File: config.mk
export PLATFORM = sky130hd
export DESIGN_NAME = div_unit
export DESIGN_NICKNAME = d
export VERILOG_FILES = /design/src/rtl/types_pkg.sv /design/src/rtl/div_step.sv /design/src/rtl/div_unit.sv
export SDC_FILE = /design/constraint.sdc
export NUM_CORES = 1
export LEC_CHECK = 0
export ABC_AREA = 1
export BUFFER_PORTS_ARGS = -buffer_cell sky130_fd_sc_hd__buf_2
export CELL_PAD_IN_SITES_DETAIL_PLACEMENT = 1
export CELL_PAD_IN_SITES_GLOBAL_PLACEMENT = 1
export CORE_UTILIZATION = 40
export CTS_CLUSTER_SIZE = 12
export DETAILED_ROUTE_END_ITERATION = 10
export GPL_TIMING_DRIVEN = 0
export PLACE_DENSITY = 0.81
export SETUP_SLACK_MARGIN = 0.4
export SYNTH_ARGS = -nofsm -noshare
export SYNTH_HDL_FRONTEND = slang
export SYNTH_SLANG_ARGS = --single-unit
File: constraint.sdc
create_clock -name clk -period 6.05 [get_ports clk]
set_clock_uncertainty 0.1 [all_clocks]
set_input_delay 0 -clock clk [delete_from_list [all_inputs] [get_ports clk]]
set_output_delay 0 -clock clk [all_outputs]
set_load 0.05 [all_outputs]
File: src/rtl/types_pkg.sv
// Shared execute-stage types: machine word types and the divider's opcode/state encodings.
package types_pkg;

  localparam int XLEN = 32;

  typedef logic [XLEN-1:0]        word_t;
  typedef logic signed [XLEN-1:0] signed_word_t;

  typedef enum logic [1:0] {
    DIV_DIV,
    DIV_DIVU,
    DIV_REM,
    DIV_REMU
  } divop_e;

  typedef enum logic [1:0] {
    DIV_IDLE,
    DIV_CALC,
    DIV_FIX,
    DIV_DONE
  } div_state_e;

  localparam int DIV_ITER = XLEN;

endpackage

File: src/rtl/div_step.sv
// One restoring-division iteration: shift {rem,quo} left, trial-subtract the divisor, keep or restore.
module div_step #(
  parameter int XLEN = 32
) (
  input  logic [XLEN-1:0] rem_i,
  input  logic [XLEN-1:0] quo_i,
  input  logic [XLEN-1:0] divisor_i,
  output logic [XLEN-1:0] rem_o,
  output logic [XLEN-1:0] quo_o
);

  logic [XLEN:0] rem_sh;
  logic [XLEN:0] trial;

  // The extra top bit keeps the borrow when the shifted remainder exceeds 2^XLEN-1.
  assign rem_sh = {rem_i, quo_i[XLEN-1]};
  assign trial  = rem_sh - {1'b0, divisor_i};

  always_comb begin
    if (!trial[XLEN]) begin
      rem_o = trial[XLEN-1:0];
      quo_o = {quo_i[XLEN-2:0], 1'b1};
    end else begin
      rem_o = rem_sh[XLEN-1:0];
      quo_o = {quo_i[XLEN-2:0], 1'b0};
    end
  end

endmodule

File: src/rtl/div_unit.sv
// Multi-cycle RV32M divider (DIV/DIVU/REM/REMU) with start/busy/valid handshake and flush abort.
module div_unit
  import types_pkg::*;
#(
  parameter int XLEN  = 32,
  parameter int CNT_W = $clog2(XLEN)
) (
  input  logic            clk,
  input  logic            rst,
  input  logic            start,
  input  divop_e          op,
  input  logic [XLEN-1:0] a,
  input  logic [XLEN-1:0] b,
  input  logic            flush,
  output logic            busy,
  output logic            valid,
  output logic [XLEN-1:0] result
);

  div_state_e      state_q, state_d;
  divop_e          op_q, op_d;
  logic            negq_q, negq_d;
  logic            negr_q, negr_d;
  logic [CNT_W-1:0] cnt_q, cnt_d;
  logic [XLEN-1:0] rem_q, rem_d;
  logic [XLEN-1:0] quo_q, quo_d;
  logic [XLEN-1:0] dvs_q, dvs_d;
  logic [XLEN-1:0] result_q, result_d;

  logic            in_signed, in_rem, a_neg, b_neg, div_zero, ovf;
  logic [XLEN-1:0] a_abs, b_abs, fast_res;
  logic [XLEN-1:0] step_rem, step_quo, q_fix, r_fix;

  assign in_signed = (op == DIV_DIV) || (op == DIV_REM);
  assign in_rem    = (op == DIV_REM) || (op == DIV_REMU);
  assign a_neg     = in_signed && a[XLEN-1];
  assign b_neg     = in_signed && b[XLEN-1];
  assign a_abs     = a_neg ? -a : a;
  assign b_abs     = b_neg ? -b : b;
  assign div_zero  = (b == '0);
  assign ovf       = in_signed && (a == {1'b1, {(XLEN-1){1'b0}}}) && (b == '1);

  // Overflow quotient equals the dividend itself (0x80000000), remainder is zero.
  always_comb begin
    if (div_zero) fast_res = in_rem ? a : '1;
    else          fast_res = in_rem ? '0 : a;
  end

  div_step #(.XLEN(XLEN)) u_step (
    .rem_i     (rem_q),
    .quo_i     (quo_q),
    .divisor_i (dvs_q),
    .rem_o     (step_rem),
    .quo_o     (step_quo)
  );

  assign q_fix = negq_q ? -quo_q : quo_q;
  assign r_fix = negr_q ? -rem_q : rem_q;

  always_comb begin
    state_d  = state_q;
    op_d     = op_q;
    negq_d   = negq_q;
    negr_d   = negr_q;
    cnt_d    = cnt_q;
    rem_d    = rem_q;
    quo_d    = quo_q;
    dvs_d    = dvs_q;
    result_d = result_q;
    case (state_q)
      DIV_IDLE: begin
        if (start && !flush) begin
          op_d   = op;
          negq_d = a_neg ^ b_neg;
          negr_d = a_neg;
          if (div_zero || ovf) begin
            result_d = fast_res;
            state_d  = DIV_DONE;
          end else begin
            cnt_d   = CNT_W'(XLEN - 1);
            rem_d   = '0;
            quo_d   = a_abs;
            dvs_d   = b_abs;
            state_d = DIV_CALC;
          end
        end
      end
      DIV_CALC: begin
        rem_d = step_rem;
        quo_d = step_quo;
        if (cnt_q == '0) state_d = DIV_FIX;
        else             cnt_d   = cnt_q - 1'b1;
      end
      DIV_FIX: begin
        result_d = ((op_q == DIV_REM) || (op_q == DIV_REMU)) ? r_fix : q_fix;
        state_d  = DIV_DONE;
      end
      DIV_DONE: state_d = DIV_IDLE;
      default:  state_d = DIV_IDLE;
    endcase
    // Flush beats everything, including a result write that would land this cycle.
    if (flush) begin
      state_d  = DIV_IDLE;
      result_d = result_q;
    end
  end

  always_ff @(posedge clk or posedge rst) begin
    if (rst) begin
      state_q  <= DIV_IDLE;
      op_q     <= DIV_DIV;
      negq_q   <= 1'b0;
      negr_q   <= 1'b0;
      cnt_q    <= '0;
      rem_q    <= '0;
      quo_q    <= '0;
      dvs_q    <= '0;
      result_q <= '0;
    end else begin
      state_q  <= state_d;
      op_q     <= op_d;
      negq_q   <= negq_d;
      negr_q   <= negr_d;
      cnt_q    <= cnt_d;
      rem_q    <= rem_d;
      quo_q    <= quo_d;
      dvs_q    <= dvs_d;
      result_q <= result_d;
    end
  end

  assign busy   = (state_q != DIV_IDLE);
  assign valid  = (state_q == DIV_DONE);
  assign result = result_q;

endmodule

==> metrics.cfg <==
[final_layout]
finalInstanceArea_mm2 = 0.0163
register_area_mm2 = 0.00345
syn2layout_area_growth_pct = 16.9
multiInputGateArea_mm2 = 0.00879
fillers = 4770
layout.nets = 2677
drive_gt1_frac = 0.0897
insertedDiodeCount = 0

[routing]
wirelength_mm = 59.0
vias = 16659
wl_per_cell_um = 19.5
antenna_left = 0
route.detailed.drc = 0
first_pass_iters = 5
viasPerCell = 5.51
dr.first_iter.drc_count = 1186

[clock_tree]
clock-sinks = 138
cts_max_level = 4
path_clk_slew_ns = 0.07
clk_latency_ns = 0.46
cts_tree = yes
root_buffer = clkbuf_16
clk_path_buf_depth = 2
cts_setup_buffers = 0
cts_made_buffers = 17

[critical_path]
cp_max_fo = 9
crit_type = in2reg
startpoint = b[1]
required_ns = 6.29
cp-end-kind = register
crit_arrival_ns = 3.39
r2r_start = quo_q[31]
start_kind = input pin

[power_and_ir_drop]
peakVddDrop_v = 0.000334
total_power_w = 0.00931
p_leak_nw = 8.65
power.density_mw_per_mm2 = 573

[global_route]
grt_overflow = 0
grt_max_degree = 83
grt_pass1_wl_mm = 93.1
grt_pass1_vias = 16970
antenna_found_initial = 1
track_usage = 0.337

[yosys]
synth.net_count = 2488
syn_area_per_cell_um2 = 5.86
async_flop_share = 1.00
ys_seq_area_frac = 0.248
ys_ff_latch = 138
synth_ff_type = dfrtp_1
synth-edff-count = 0
ys_top_cells_by_area = dfrtp_1 (25%), nand2_1 (22%), nand3_1 (12%), inv_1 (8.5%), nor2_1 (5.6%)
synth.largest_area_cell = dfrtp_1
ys_types = 46
synth_top_area_frac = 0.248
syn-instance-count = 2374
syn-cell-area_mm2 = 0.0139
yosys_warnings = 0

[min_path]
hp-start = b[13]
min-delay-path-class = in2reg

[sta]
rsz0062_at_grt = false
fin_crit_ns = 3.15
timing.final.ws_setup_ns = 2.90
fmax_mhz = 318
hold_viol = 0
fin_crit_sh = 0.520
slew_viol_final = 0
relSlewSlack = 0.440
fin_tns_setup_ns = 0
setup_violations = 0
worstMarginPinSlew_ns = 0.840

[run]
max-cap-violations = 0

[floorplanning]
core_area_mm2 = 0.0339
die_area_mm2 = 0.0355
die_h_um = 188
start_util = 0.411
num_rows = 67
ios = 104
die_width_um = 188

[placed_design]
port_buffers = 103
gp_congestion = 0.924
placed_area_mm2 = 0.0150
hpwl_mm = 47.2
dp_slack_ns = 3.12

[status]
outcome = finished clean

[final cells by class]
class                           count  area share
Multi-Input combinational cell   1826       0.540
Sequential cell                   138       0.212
Clock inverter                     13     0.00884
Timing Repair Buffer              170      0.0740
Buffer                             86      0.0279
Inverter                          324      0.0751
Clock buffer                       19      0.0272
Tap cell                          448      0.0345
[stage by stage]
stage / utilization / std cells / hold slack, ns
finish: 0.480 / 3024 / 0.0108
global route: 0.480 / 3024 / 0.0200
CTS: 0.480 / 3024 / 0.00226
detailed placement: 0.444 / 2926 / 0.0133
global placement: 0.443 / 2925 / 0.233
floorplan: - / 2374 / 0.0536
[layer usage]
layer / vias to the layer above / track usage / part of all wire
met1: 8135 / 0.458 / 0.46
met4: 2 / 0.104 / 0.024
met5: - / 0 / 0.00012
met2: 486 / 0.545 / 0.45
met3: 99 / 0.0551 / 0.060
li1: 7937 / - / -
[layout by cell type, fill, tap and decap left out, types with 39 or more instances in the layout]
cell           count
nand2_1          812
nand3_1          339
inv_1            314
nor2_1           206
o21ai_0          139
dfrtp_1          138
buf_2            129
dlygate4sd3_1     66
a21oi_1           65
xor2_1            45
ha_1              43
clkbuf_1          39
[worst max-delay path, cell delays in order]
cell           delay, ns
dlygate4sd3_1       0.54
buf_2               0.13
inv_1               0.13
ha_1                0.21
nand3_2             0.18
nor2_4              0.21
nand2_2             0.10
nor2_4              0.12
nand2_2             0.10
nor2_8              0.20
nand2_1             0.12
nand2_1             0.08
nand2_1             0.05
dlygate4sd3_1       0.56
nand3_1             0.07
dlygate4sd3_1       0.54
o21ai_1             0.06
[cells in the mapped netlist, types with 2 or more instances]
library cell	number
or2_2	2
nor3_1	14
o21ai_2	11
nor2_2	3
buf_4	2
nand3_2	8
clkbuf_1	38
xnor2_1	18
buf_2	26
o211ai_1	12
inv_1	315
nand2_2	9
ha_1	43
o21ai_1	20
a21oi_2	2
o21a_1	4
nand4_1	33
nor2_1	206
xor2_1	45
mux2i_1	2
buf_1	7
and2_1	5
inv_2	7
clkinv_1	2
dfrtp_1	138
o21ai_0	139
nand2_4	2
a21oi_1	65
nand3_1	339
o31ai_1	2
nor2_4	6
nand3b_1	13
nand2_1	812
buf_6	12
[where the power goes]
group,switching [W],internal (W)
logic,0.00454,0.00195
registers,0.000410,0.00133
clock network,0.000463,0.000621
[flip-flops by register name, summed over array words and instances, names as in the netlist]
name     cells
cnt_q        5
dvs_q       32
negq_q       1
negr_q       1
op_q         1
quo_q       32
rem_q       32
result      32
state_q      2
[kinds of logic after synthesis]
logic type,count (synthesis),synth area share
AND/OR/NAND/NOR,1455,0.448
AO/OA/AOI/OAI,261,0.102
buffers and inverters,410,0.120
multiplexers,3,0.00225
adder cells (fa/ha/maj),44,0.0401
flip-flops,138,0.248
XOR/XNOR,63,0.0397
[path summary, 6_finish.rpt]
check                             end  slack, ns  cells past startpoint
max                         dvs_q[26]       2.90                     17
min                         dvs_q[13]       0.01                      3
max reg2reg                  rem_q[2]       3.07                     16
min reg2reg                 result[9]       0.37                      2
max in group asynchronous  result[25]       4.96                      4
min in group asynchronous    rem_q[2]       0.06                      3
[what timing repair did]
item / 4_1_cts / 5_1_grt
endpoints found under the setup margin: 0 / 0
hold endpoints to repair: 123 / 0
resized for setup: 0 / 0
hold buffers: 66 / 0
No activity file was read; power rests on OpenSTA's default activity.
